`config.mk`:
```
export PLATFORM = sky130hd
export DESIGN_NAME = rom_uart_loader
export DESIGN_NICKNAME = d
export VERILOG_FILES = /design/src/rtl/rom_uart_loader_pkg.sv /design/src/rtl/rom_uart_loader_uart_rx.sv /design/src/rtl/rom_uart_loader.sv
export SDC_FILE = /design/constraint.sdc
export NUM_CORES = 1
export LEC_CHECK = 0
export CORE_MARGIN = 10
export CORE_UTILIZATION = 35
export DETAILED_ROUTE_END_ITERATION = 8
export MAX_ROUTING_LAYER = met4
export SETUP_SLACK_MARGIN = 0.1
export SYNTH_ARGS = -nofsm -noshare
export SYNTH_HDL_FRONTEND = slang
export SYNTH_HIERARCHICAL = 1
export SYNTH_SLANG_ARGS = --single-unit
```
`constraint.sdc`:
```
create_clock -name clk -period 3.1 [get_ports clk]
set_input_delay 0.93 -clock clk [delete_from_list [all_inputs] [get_ports clk]]
set_output_delay 0.93 -clock clk [all_outputs]
set_load 0.02 [all_outputs]
```
`src/rtl/rom_uart_loader_pkg.sv`:
```
// Shared definitions for the UART program loader: sync byte and FSM encodings.
// Imported by the byte receiver and the loader top.
package rom_uart_loader_pkg;

   localparam logic [7:0] LOADER_SYNC_BYTE = 8'hA5;

   typedef enum logic [2:0] {
      IDLE,
      CNT_LO,
      CNT_HI,
      DATA,
      CSUM,
      DONE,
      ERR
   } loader_state_e;

   typedef enum logic [2:0] {
      RX_IDLE,
      RX_START,
      RX_DATA,
      RX_STOP,
      RX_DONE
   } rx_state_e;

endpackage

```
`src/rtl/rom_uart_loader_uart_rx.sv`:
```
// 8N1 UART byte receiver: two-flop synchroniser, mid-bit sampling, framing check.
// byte_valid_o / frame_err_o pulse for one cycle, one cycle after the stop-bit sample.
module uart_rx_byte
   import rom_uart_loader_pkg::*;
#(
   parameter int CLKS_PER_BIT = 868
) (
   input  logic       clk,
   input  logic       rst,
   input  logic       rx_i,
   output logic [7:0] byte_o,
   output logic       byte_valid_o,
   output logic       frame_err_o
);

   localparam int CW = $clog2(CLKS_PER_BIT + 1);
   localparam logic [CW-1:0] HALF = CW'(CLKS_PER_BIT / 2);
   localparam logic [CW-1:0] LAST = CW'(CLKS_PER_BIT - 1);

   rx_state_e     state, state_next;
   logic [CW-1:0] cnt, cnt_next;
   logic [2:0]    bit_idx, bit_next;
   logic [7:0]    shift, shift_next;
   logic          stop_bit, stop_next;
   logic          rx_meta, rx_sync, rx_prev;

   always_ff @(posedge clk) begin
      if (rst) begin
         rx_meta  <= 1'b1;
         rx_sync  <= 1'b1;
         rx_prev  <= 1'b1;
         state    <= RX_IDLE;
         cnt      <= '0;
         bit_idx  <= '0;
         shift    <= '0;
         stop_bit <= 1'b1;
      end else begin
         rx_meta  <= rx_i;
         rx_sync  <= rx_meta;
         rx_prev  <= rx_sync;
         state    <= state_next;
         cnt      <= cnt_next;
         bit_idx  <= bit_next;
         shift    <= shift_next;
         stop_bit <= stop_next;
      end
   end

   always_comb begin
      state_next = state;
      cnt_next   = cnt + 1'b1;
      bit_next   = bit_idx;
      shift_next = shift;
      stop_next  = stop_bit;
      case (state)
         RX_IDLE: begin
            cnt_next = '0;
            if (rx_prev && !rx_sync) state_next = RX_START;
         end
         RX_START: begin
            // A line that is high again at mid-start-bit was a glitch.
            if (cnt == HALF) begin
               cnt_next   = '0;
               state_next = rx_sync ? RX_IDLE : RX_DATA;
            end
         end
         RX_DATA: begin
            if (cnt == LAST) begin
               cnt_next   = '0;
               shift_next = {rx_sync, shift[7:1]};
               bit_next   = bit_idx + 3'd1;
               if (bit_idx == 3'd7) state_next = RX_STOP;
            end
         end
         RX_STOP: begin
            if (cnt == LAST) begin
               cnt_next   = '0;
               stop_next  = rx_sync;
               state_next = RX_DONE;
            end
         end
         RX_DONE: begin
            cnt_next   = '0;
            state_next = RX_IDLE;
         end
         default: state_next = RX_IDLE;
      endcase
   end

   assign byte_o       = shift;
   assign byte_valid_o = (state == RX_DONE) && stop_bit;
   assign frame_err_o  = (state == RX_DONE) && !stop_bit;

endmodule

```
`src/rtl/rom_uart_loader.sv`:
```
// Loads a framed program image from UART into instruction ROM, word by word,
// holding the core in reset during the load and flagging completion or error.
module rom_uart_loader
   import rom_uart_loader_pkg::*;
#(
   parameter int          CLK_FREQ     = 100000000,
   parameter int          BAUD         = 115200,
   parameter logic [31:0] BASE_ADDR    = 32'h0000_0000,
   parameter int          TIMEOUT_CLKS = 1000000
) (
   input  logic        clk,
   input  logic        rst,
   input  logic        uart_rx_i,
   output logic        w_en_o,
   output logic [31:0] w_addr_o,
   output logic [31:0] w_data_o,
   output logic [3:0]  w_sel_o,
   output logic        core_hold_o,
   output logic        load_done_o,
   output logic        load_err_o
);

   localparam int CLKS_PER_BIT = CLK_FREQ / BAUD;

   logic [7:0] rx_byte;
   logic       byte_valid, frame_err;

   uart_rx_byte #(.CLKS_PER_BIT(CLKS_PER_BIT)) u_rx (
      .clk          (clk),
      .rst          (rst),
      .rx_i         (uart_rx_i),
      .byte_o       (rx_byte),
      .byte_valid_o (byte_valid),
      .frame_err_o  (frame_err)
   );

   loader_state_e state, state_next;
   logic [7:0]    cnt_lo;
   logic [15:0]   count;
   logic [15:0]   word_cnt;
   logic [15:0]   word_cnt_inc;
   logic [1:0]    byte_idx;
   logic [31:0]   asm_word;
   logic [7:0]    csum;
   logic [31:0]   to_cnt;
   logic          active, timeout_hit, is_sync;

   assign active       = (state == CNT_LO) || (state == CNT_HI) || (state == DATA) || (state == CSUM);
   assign timeout_hit  = to_cnt >= 32'(TIMEOUT_CLKS);
   assign word_cnt_inc = word_cnt + 16'd1;
   assign is_sync      = rx_byte == LOADER_SYNC_BYTE;

   always_ff @(posedge clk) begin
      if (rst) state <= IDLE;
      else     state <= state_next;
   end

   always_comb begin
      state_next = state;
      case (state)
         IDLE, DONE, ERR: if (byte_valid && is_sync) state_next = CNT_LO;
         CNT_LO:          if (byte_valid) state_next = CNT_HI;
         CNT_HI:          if (byte_valid) state_next = ({rx_byte, cnt_lo} == 16'd0) ? CSUM : DATA;
         DATA:            if (byte_valid && byte_idx == 2'd3 && word_cnt_inc == count) state_next = CSUM;
         CSUM:            if (byte_valid) state_next = (rx_byte == csum) ? DONE : ERR;
         default:         state_next = IDLE;
      endcase
      if (active && (frame_err || timeout_hit)) state_next = ERR;
   end

   always_ff @(posedge clk) begin
      if (rst) begin
         w_en_o      <= 1'b0;
         w_addr_o    <= BASE_ADDR;
         w_data_o    <= '0;
         core_hold_o <= 1'b0;
         load_done_o <= 1'b0;
         load_err_o  <= 1'b0;
         cnt_lo      <= '0;
         count       <= '0;
         word_cnt    <= '0;
         byte_idx    <= '0;
         asm_word    <= '0;
         csum        <= '0;
         to_cnt      <= '0;
      end else begin
         w_en_o <= 1'b0;
         // Address advances the cycle after the strobe so the write sees the old one.
         if (w_en_o) w_addr_o <= w_addr_o + 32'd4;

         if (!active || byte_valid)  to_cnt <= '0;
         else if (!timeout_hit)      to_cnt <= to_cnt + 32'd1;

         if (byte_valid) begin
            case (state)
               IDLE, DONE, ERR: begin
                  if (is_sync) begin
                     core_hold_o <= 1'b1;
                     load_done_o <= 1'b0;
                     load_err_o  <= 1'b0;
                     w_addr_o    <= BASE_ADDR;
                     csum        <= '0;
                     word_cnt    <= '0;
                     byte_idx    <= '0;
                  end
               end
               CNT_LO: cnt_lo <= rx_byte;
               CNT_HI: count  <= {rx_byte, cnt_lo};
               DATA: begin
                  asm_word <= {rx_byte, asm_word[31:8]};
                  csum     <= csum ^ rx_byte;
                  byte_idx <= byte_idx + 2'd1;
                  if (byte_idx == 2'd3) begin
                     w_en_o   <= 1'b1;
                     w_data_o <= {rx_byte, asm_word[31:8]};
                     word_cnt <= word_cnt_inc;
                  end
               end
               default: ;
            endcase
         end

         if (state_next == DONE && state != DONE) begin
            load_done_o <= 1'b1;
            core_hold_o <= 1'b0;
         end
         if (state_next == ERR && state != ERR) load_err_o <= 1'b1;
      end
   end

   assign w_sel_o = w_en_o ? 4'b1111 : 4'b0000;

endmodule
```
Word level (Yosys, flattened, before mapping)
Index checks and enable logic that the tools add are counted.
Storage, ports and cells
  output and inout port bits: 72
  word-level logic and storage cells: 142
  input port bits: 3
  register bits after elaboration: 213
Cells by class
  bitwise operators: 3
  $lt $le $gt $ge: 1
  reduce and logical (&&, ||, !) cells: 45
  eq/ne operators: 28
  mux-type cells: 37
  $add $sub $neg: 6
Operators by type and width (number)
  32-bit two-way mux: 4
  3-bit two-way mux: 12
  32-bit by 1-bit adder with 32-bit output, second input constant: 1
  32-bit by 3-bit adder with 32-bit output, second input constant: 1
  32-bit by 20-bit >= comparator with 1-bit output, second input constant: 1
  16-bit two-way mux: 2
  16-bit one-hot mux with 2 select lines: 1
  10-bit one-hot mux with 3 select lines: 1
  3-bit == test, second input constant: 7
  10-bit two-way mux: 2
  16-bit by 1-bit adder with 16-bit output, second input constant: 1
  16-bit == test: 1
  16-bit logical NOT: 1
  8-bit one-hot mux with 2 select lines: 1
  3-bit one-hot mux with 5 select lines: 1
  3-bit AND reduction: 5
  2-bit nonzero test: 7
  3-bit by 2-bit == test with 1-bit output, second input constant: 4
  2-bit by 1-bit inequality test with 1-bit output, second input constant: 6
  3-bit one-hot mux with 4 select lines: 1
  10-bit by 1-bit adder with 10-bit output, second input constant: 1
  10-bit == test, second input constant: 1
  10-bit by 9-bit == test with 1-bit output, second input constant: 1
  2-bit AND reduction: 5
  23 further kinds: 52

Logic depth before layout (Yosys ltp)
Gate-level depths: netlist of the first run.
  word-level depth: 11
  depth in mapped cells: 10
  depth with buffers taken out: 9

Modules after synthesis
Netlist of the first run, hierarchy kept.
By module, submodules not included
  rom_uart_loader: seq. area each 3503.4 um^2, area each 7791.2 um^2, instances 1, cells each 969
  uart_rx_byte: seq. area each 560.5 um^2, area each 1248.7 um^2, instances 1, cells each 132

Worst setup path after synthesis of the first run
No wires, ideal clock.
  kind: reg2reg
  start: register u_rx.state[1]
  end: register load_done_o
  cell stages (with the launch flop): 11
  arrival: 2.331 ns
  path slack: 0.652 ns
  required time: 2.983 ns
  clock period less this slack: 2.448 ns
  setup time: 0.117 ns
  buffers on the path: 1
  path through: dfxtp_1 > clkbuf_1 > nor2_1 > and3_1 > nand2_1 > nor3_1 > o2111ai_1 > or4_1 > nor4_4 > o31ai_1 > a32o_1
On the way
  longest elaborated chain between the ends: 11
  elaborated cells on any way between the ends: 22
  classes of those cells: eq/ne (2); mux (8); reduce/logical (12)
Ends and longest elaborated chain
  start, declared: line rom_uart_loader_uart_rx.sv:20  | rx_state_e state, state_next;
  start signal, assigned: line rom_uart_loader_uart_rx.sv:41  | state <= state_next;
  3-bit == test *: line rom_uart_loader_uart_rx.sv:91  | assign byte_valid_o = (state == RX_DONE) && stop_bit;
  1-bit logical AND *: line rom_uart_loader_uart_rx.sv:91
  net byte_valid: line rom_uart_loader.sv:26  | logic byte_valid, frame_err;
  1-bit logical AND (2 in a row): line rom_uart_loader.sv:64  | DATA: if (byte_valid && byte_idx == 2'd3 && word_cnt_inc == count) state_next = CSUM;
  3-bit two-way mux: line rom_uart_loader.sv:64
  3-bit one-hot mux with 5 select lines: line rom_uart_loader.sv:60  | case (state)
  3-bit two-way mux: line rom_uart_loader.sv:68  | if (active && (frame_err || timeout_hit)) state_next = ERR;
  3-bit == test: line rom_uart_loader.sv:123  | if (state_next == DONE && state != DONE) begin
  1-bit logical AND: line rom_uart_loader.sv:123
  2-bit nonzero test (no line)
  3-bit AND reduction (no line)
  end signal, assigned: line rom_uart_loader.sv:77  | load_done_o <= 1'b0;
  end signal, assigned: line rom_uart_loader.sv:99  | load_done_o <= 1'b0;
  end signal, assigned: line rom_uart_loader.sv:124  | load_done_o <= 1'b1;
  end, declared: line rom_uart_loader.sv:19  | output logic load_done_o,
Mark *: on every way through the listed nets, which the timed path passes. The rest lies on a longest branch.
A chain may end at the register's enable or synchronous reset.

Final worst setup path of the first run
  start: register u_rx.state[1]
  end: register load_err_o
On the way
  longest elaborated chain between the ends: 11
  elaborated cells on any way between the ends: 22
  classes of those cells: eq/ne (2); mux (8); reduce/logical (12)
Ends and longest elaborated chain
  3-bit == test *: line rom_uart_loader_uart_rx.sv:91
  1-bit logical AND *: line rom_uart_loader_uart_rx.sv:91
  net byte_valid: line rom_uart_loader.sv:26
  1-bit logical AND (2 in a row): line rom_uart_loader.sv:64
  3-bit two-way mux: line rom_uart_loader.sv:64
  3-bit one-hot mux with 5 select lines: line rom_uart_loader.sv:60
  3-bit two-way mux: line rom_uart_loader.sv:68
  3-bit == test: line rom_uart_loader.sv:127  | if (state_next == ERR && state != ERR) load_err_o <= 1'b1;
  1-bit logical AND: line rom_uart_loader.sv:127
  2-bit nonzero test (no line)
  3-bit AND reduction (no line)
  end signal, assigned: line rom_uart_loader.sv:78  | load_err_o <= 1'b0;
  end signal, assigned: line rom_uart_loader.sv:100  | load_err_o <= 1'b0;
  end signal, assigned: line rom_uart_loader.sv:127
  end, declared: line rom_uart_loader.sv:20  | output logic load_err_o
Marks and branches as above.

==> results of run 1 <==
metrics by stage:
| step | instances | instance area, sq um |
|---|---|---|
| 5_1_grt | 1498 | 10790 |
| 3_3_place_gp | 1457 | 10060 |
| 3_5_place_dp | 1457 | 10060 |
| 6_report | 1498 | 10790 |
| 4_1_cts | 1498 | 10790 |
| 2_1_floorplan | 1102 | 9044 |
kinds of logic (layout without fill, tap and decap cells):
kind of cell | count (synthesis) | after routing | share of synthesized area
and+or+nand+nor | 504 | 504 | 0.2746
DFF | 203 | 203 | 0.4496
AOI/OAI and AO/OA | 202 | 202 | 0.1291
buffers and inverters | 90 | 156 | 0.04180
xor gates and xnor gates | 78 | 78 | 0.07640
muxes | 13 | 13 | 0.01453
adders and majority gates | 10 | 10 | 0.01356
other | 1 | 2 | 0.0004148
layer usage:
layer,part of all wire,up-vias
li1,-,3852
met1,0.49,3532
met2,0.45,132
met3,0.040,39
met4,0.019,0
met5,0,-
final cells by class:
cell class / count / area share
clock buffer: 28 / 0.05599
inverter: 19 / 0.006607
sequential: 203 / 0.3765
tap: 330 / 0.03825
timing repair buffer: 96 / 0.08439
clock inverter: 13 / 0.01194
multi-input combinational: 809 / 0.4263
state kept, by name, indices dropped and copies added, names as in the netlist, 2 cells and up:
register      cells
to_cnt           32
count            16
csum              8
word_cnt         16
w_data_o         32
byte_idx          2
u_rx/bit_idx      3
cnt_lo            8
u_rx/cnt         10
w_addr_o         30
state             3
u_rx/state        3
u_rx/byte_o       8
asm_word         24
synth_stat cells, drive strengths merged, types with 4 or more instances:
library cell / count
o31ai: 6
ha: 9
nand2: 209
a211oi: 4
buf: 16
mux2i: 12
and3: 13
nor2b: 6
nor4: 16
nand3b: 8
and4: 10
a311oi: 5
a31oi: 6
xnor2: 47
clkbuf: 55
and2: 19
or2: 14
nor2: 101
nor3: 28
or4: 5
a21oi: 119
or3: 16
dfxtp: 203
inv: 19
nand3: 28
nand4: 15
nand2b: 6
xor2: 31
o21ai: 37
power groups by stage:
stage / clock, mW / sequential [mW] / combinational, mW
3_5_place_dp: 0 / 2.71 / 0.132
3_3_place_gp: 0 / 2.71 / 0.131
2_1_floorplan: 0 / 2.70 / 0.114
6_report: 2.65 / 2.65 / 0.133
5_1_grt: 2.83 / 2.65 / 0.147
4_1_cts: 2.72 / 2.65 / 0.132
path summary, 6_finish.rpt:
kind | start | endpoint | cells after the start
setup / recovery | u_rx/state[1] | load_err_o | 9
hold / removal | u_rx/rx_meta | u_rx/rx_sync | 1
setup reg to reg | u_rx/state[1] | load_err_o | 9
hold reg to reg | u_rx/rx_meta | u_rx/rx_sync | 1
==> impl_metrics.ini, run 1 <==
[outcome]
status = finished, final reports clean

[synthesis]
synthTopCellsByArea = dfxtp_1 45%, nand2_1 8.7%, a21oi_1 6.6%, xnor2_1 4.6%, nor2_1 4.2%
synth_edf_count = 0
yosysWarnings = 6
yosysTopAreaCell = dfxtp_1
synth_top_area_frac = 0.4496
ys_seq_elements = 203
ys_seq_area_frac = 0.4496
synth.distinct_cells = 70
synthCells = 1101
ys.flop_type = dfxtp_1
synth-async-reset-ratio = 0
syn_area_per_cell_sq_um = 8.211
syn_area_sq_mm = 0.009040

[floorplanning]
coreArea_sq_mm = 0.02533
ios = 75
die_h_um = 180.7
num_rows = 58
start_util = 0.3569
die_w_um = 180.7
die_area_sq_mm = 0.03266

[power_and_ir_drop]
leakage_nw = 3.689
vdd_ir_drop_max_uv = 369.7
clkPwrFrac = 0.488
power.density_mw_per_mm2 = 503.7
p_sw_mw = 1.206
total_power_mw = 5.437
swShare = 0.2219
internal_power_mw = 4.230
combPwrFrac = 0.024
power_frac_seq = 0.488

[cts]
clock_sinks = 203
clk_latency_ns = 0.50
cts_setup_buffers = 0
cts_resized = 0
clkTransAtPathRegs_ns = 0.06
cts_made_buffers = 23
htreeDepth = 1
cts_tree = built
ctsHoldBuffers = 0
cts-root-buf = clkbuf_16
cts_buffer_depth = 3

[placed_design]
dp_hpwl_um = 15060
post-place-ws_ns = 0.3808
globalplace.congestion = 0.9020
port_buffers = 72

[critical_path]
crit_slowest_cell = or4_1
slowest_delay_ns = 0.54
endpoint_kind = register
crit_path_max_fanout = 12
critPathRequiredTime_ns = 3.49
crit_buf_inv = 0
worstPathArrival_ns = 3.14
crit_family = simple AND/OR/NAND/NOR gates
startpoint_type = register
cp_cell_sequence = nor2_1 -> and3_1 -> nand2_1 -> nor3_1 -> o2111ai_1 -> or4_1 -> nor4_4 -> o21ai_0 -> a32o_1
crit_type = reg2reg
rrSetupSlack_ns = 0.36

[route]
firstDrtPassIters = 5
route.detailed.drc = 0
dr_total_vias = 7555
ant_nets = 0
totalWireLength_um = 21640
drt_iter0_drc = 467
wl_per_cell_um = 14.45
vias_per_cell = 5.043

[timing]
max_slew.worst_pin.slew_ns = 0.9201
fmax_ghz = 0.3644
period_minus_slack_ns = 2.744
rsz0062_at_grt = no
drv_slew = 0
setup_violations = 0
period_share = 0.8852
finalHoldViolations = 0
setup_tns_ns = 0
relSlewSlack = 0.3819
setup_slack_ns = 0.3560
skew_ns = 0.01299
hold_slack_ns = 0.4075

[layout]
seq_area_sq_mm = 0.004064
fill_cells = 2527
final_cell_mix = 209 x nand2_1, 203 x dfxtp_1, 119 x a21oi_1, 100 x nor2_1, 71 x clkdlybuf4s50_1
final_nets = 1164
antennaDiodeCount = 0
drive_gt1_frac = 0.07962
syn2layout_area_growth_pct = 19.40
multi_input_area_sq_mm = 0.004602
finish.utilization = 0.4262
final_common_cell = nand2_1

[global_routing]
grtUsageTotal = 0.1280
grt_max_degree = 48
use_met3 = 0.02458
antenna_found_initial = 0
use_met1 = 0.1682
top_usage_layer = met2
met2_usage = 0.1979
grt_pass1_wl_um = 35520
grt_pass1_vias = 7050
grt_remaining_overflow = 0

[min_path]
hold_path_class = reg2reg

[run]
maxCapViolCount = 0
Power figures use the tool's default switching activity.
==> run 2, diff against run 1 <==
Settings changed: ABC_AREA set to 1, TNS_END_PERCENT set to 10.
Clock period 3.1 ns to 3.57 ns, I/O delays scaled along.
==> impl_metrics.ini, run 2 <==
[outcome]
status = finished, final reports clean

[global_routing]
use_met1 = 0.1808
grt_max_degree = 36
grtUsageTotal = 0.1383
antenna_found_initial = 0
grt_remaining_overflow = 0
use_met3 = 0.02545
met2_usage = 0.2182
grt_pass1_vias = 7708
top_usage_layer = met2
grt_pass1_wl_um = 38520

[synthesis]
synth.distinct_cells = 47
yosysWarnings = 6
synth-async-reset-ratio = 0
synthCells = 1235
ys_seq_elements = 203
synthTopCellsByArea = dfxtp_1 44%, nand2_1 8.3%, nor2_1 7.1%, inv_1 5.6%, a21oi_1 5.0%
synth_top_area_frac = 0.4435
ys.flop_type = dfxtp_1
ys_seq_area_frac = 0.4435
syn_area_sq_mm = 0.009163
yosysTopAreaCell = dfxtp_1
ys_top_cells_by_count = 203 x dfxtp_1, 202 x nand2_1, 174 x nor2_1, 136 x inv_1
synth_edf_count = 0
syn_area_per_cell_sq_um = 7.419
synth_most_common_cell = dfxtp_1

[power_and_ir_drop]
clkPwrFrac = 0.477
swShare = 0.2237
internal_power_mw = 3.673
p_sw_mw = 1.059
power_frac_seq = 0.486
combPwrFrac = 0.037
power.density_mw_per_mm2 = 434.5
vdd_ir_drop_max_uv = 347.0
leakage_nw = 4.219

[timing]
fmax_ghz = 0.3419
relSlewSlack = 0.5112
skew_ns = 0.007849
hold_slack_ns = 0.4127
period_minus_slack_ns = 2.925
finalHoldViolations = 0
setup_violations = 0
setup_tns_ns = 0
period_share = 0.8193
rsz0062_at_grt = no
drv_slew = 0
max_slew.worst_pin.slew_ns = 0.7332

[cts]
cts-root-buf = clkbuf_16
cts_made_buffers = 23
cts_buffer_depth = 3
clk_latency_ns = 0.51
ctsHoldBuffers = 0
cts_resized = 0
clkTransAtPathRegs_ns = 0.06
cts_tree = built
clock_sinks = 203
htreeDepth = 1
cts_setup_buffers = 0

[layout]
fill_cells = 2618
final_nets = 1311
drive_gt1_frac = 0.07780
instances_no_fill = 1646
final_cell_mix = 203 x dfxtp_1, 202 x nand2_1, 174 x nor2_1, 135 x inv_1
final_common_cell = dfxtp_1
reg_top3 = to_cnt (32), w_data_o (32), w_addr_o (30)
antennaDiodeCount = 0
finish.utilization = 0.4203
syn2layout_area_growth_pct = 18.86

[route]
route.detailed.drc = 0
wl_per_cell_um = 13.89
totalWireLength_um = 22860
dr_total_vias = 7960
vias_per_cell = 4.836
drt_iter0_drc = 527
firstDrtPassIters = 6
ant_nets = 0

[run]
maxCapViolCount = 0

[critical_path]
worstPathArrival_ns = 1.85
crit_path_max_fanout = 10
crit_family = buffers and inverters
startpoint_type = register
cp_cell_sequence = clkdlybuf4s50_1
endpoint_kind = output port
crit_buf_inv = 1
slowest_delay_ns = 0.72
crit_type = reg2out
critPathRequiredTime_ns = 2.50
crit_slowest_cell = clkdlybuf4s50_1

[placed_design]
dp_hpwl_um = 16050
numPlacedInstances = 1609
globalplace.congestion = 0.8386
port_buffers = 72

[floorplanning]
die_w_um = 181.8
start_util = 0.3536
die_area_sq_mm = 0.03305
ios = 75
coreArea_sq_mm = 0.02591
die_h_um = 181.8
num_rows = 59

[min_path]
hold_path_class = reg2reg
## run 2: kinds of logic (layout without fill, tap and decap cells)
logic type      count (synthesis)  in the layout  share of synthesized area
flops                         203            203                     0.4435
other cells                     1              2                  0.0004093
buf+inv                       188            263                    0.08248
simple gates                  554            554                     0.2801
fa+ha+maj                       9              9                    0.01229
xor+xnor                       40             40                    0.03824
compound gates                240            240                     0.1430
## run 2: routing by layer
layer,share of wire,up-vias
met3,0.043,31
met5,0,-
li1,-,4182
met1,0.49,3595
met2,0.45,152
met4,0.018,0
## run 2: path summary, 6_finish.rpt
| kind | startpoint | end | slack (ns) | cells past startpoint |
|---|---|---|---|---|
| setup / recovery | w_en_o | w_en_o | 0.65 | 1 |
| hold / removal | u_rx/rx_meta | u_rx/rx_sync | 0.41 | 1 |
| setup reg to reg | state[1] | word_cnt[9] | 1.13 | 11 |
| hold reg to reg | u_rx/rx_meta | u_rx/rx_sync | 0.41 | 1 |
## run 2: cell type report
class,count,area (sq um),share of cell area
sequential,203,4064,0.3732
multi-input combinational,845,4350,0.3995
clock inverter,2,17.52,0.001608
clock buffer,35,700.7,0.06434
tap,335,419.2,0.03849
timing repair buffer,84,805.8,0.07399
inverter,142,533.0,0.04894
## run 2: power groups by stage
stage / clock, mW / sequential (mW) / combinational (mW)
4_1_cts: 2.31 / 2.30 / 0.173
5_1_grt: 2.41 / 2.30 / 0.196
6_report: 2.26 / 2.30 / 0.173
2_1_floorplan: 0 / 2.35 / 0.138
3_3_place_gp: 0 / 2.35 / 0.174
3_5_place_dp: 0 / 2.35 / 0.173
## run 2: stage by stage
step | setup slack (ns) | area [sq um] | power, mW
2_1_floorplan | 1.529 | 9166 | 2.484
3_3_place_gp | 1.059 | 10170 | 2.521
3_5_place_dp | 1.003 | 10170 | 2.522
4_1_cts | 0.6133 | 10890 | 4.780
5_1_grt | 0.5649 | 10890 | 4.908
6_report | 0.6452 | 10890 | 4.732
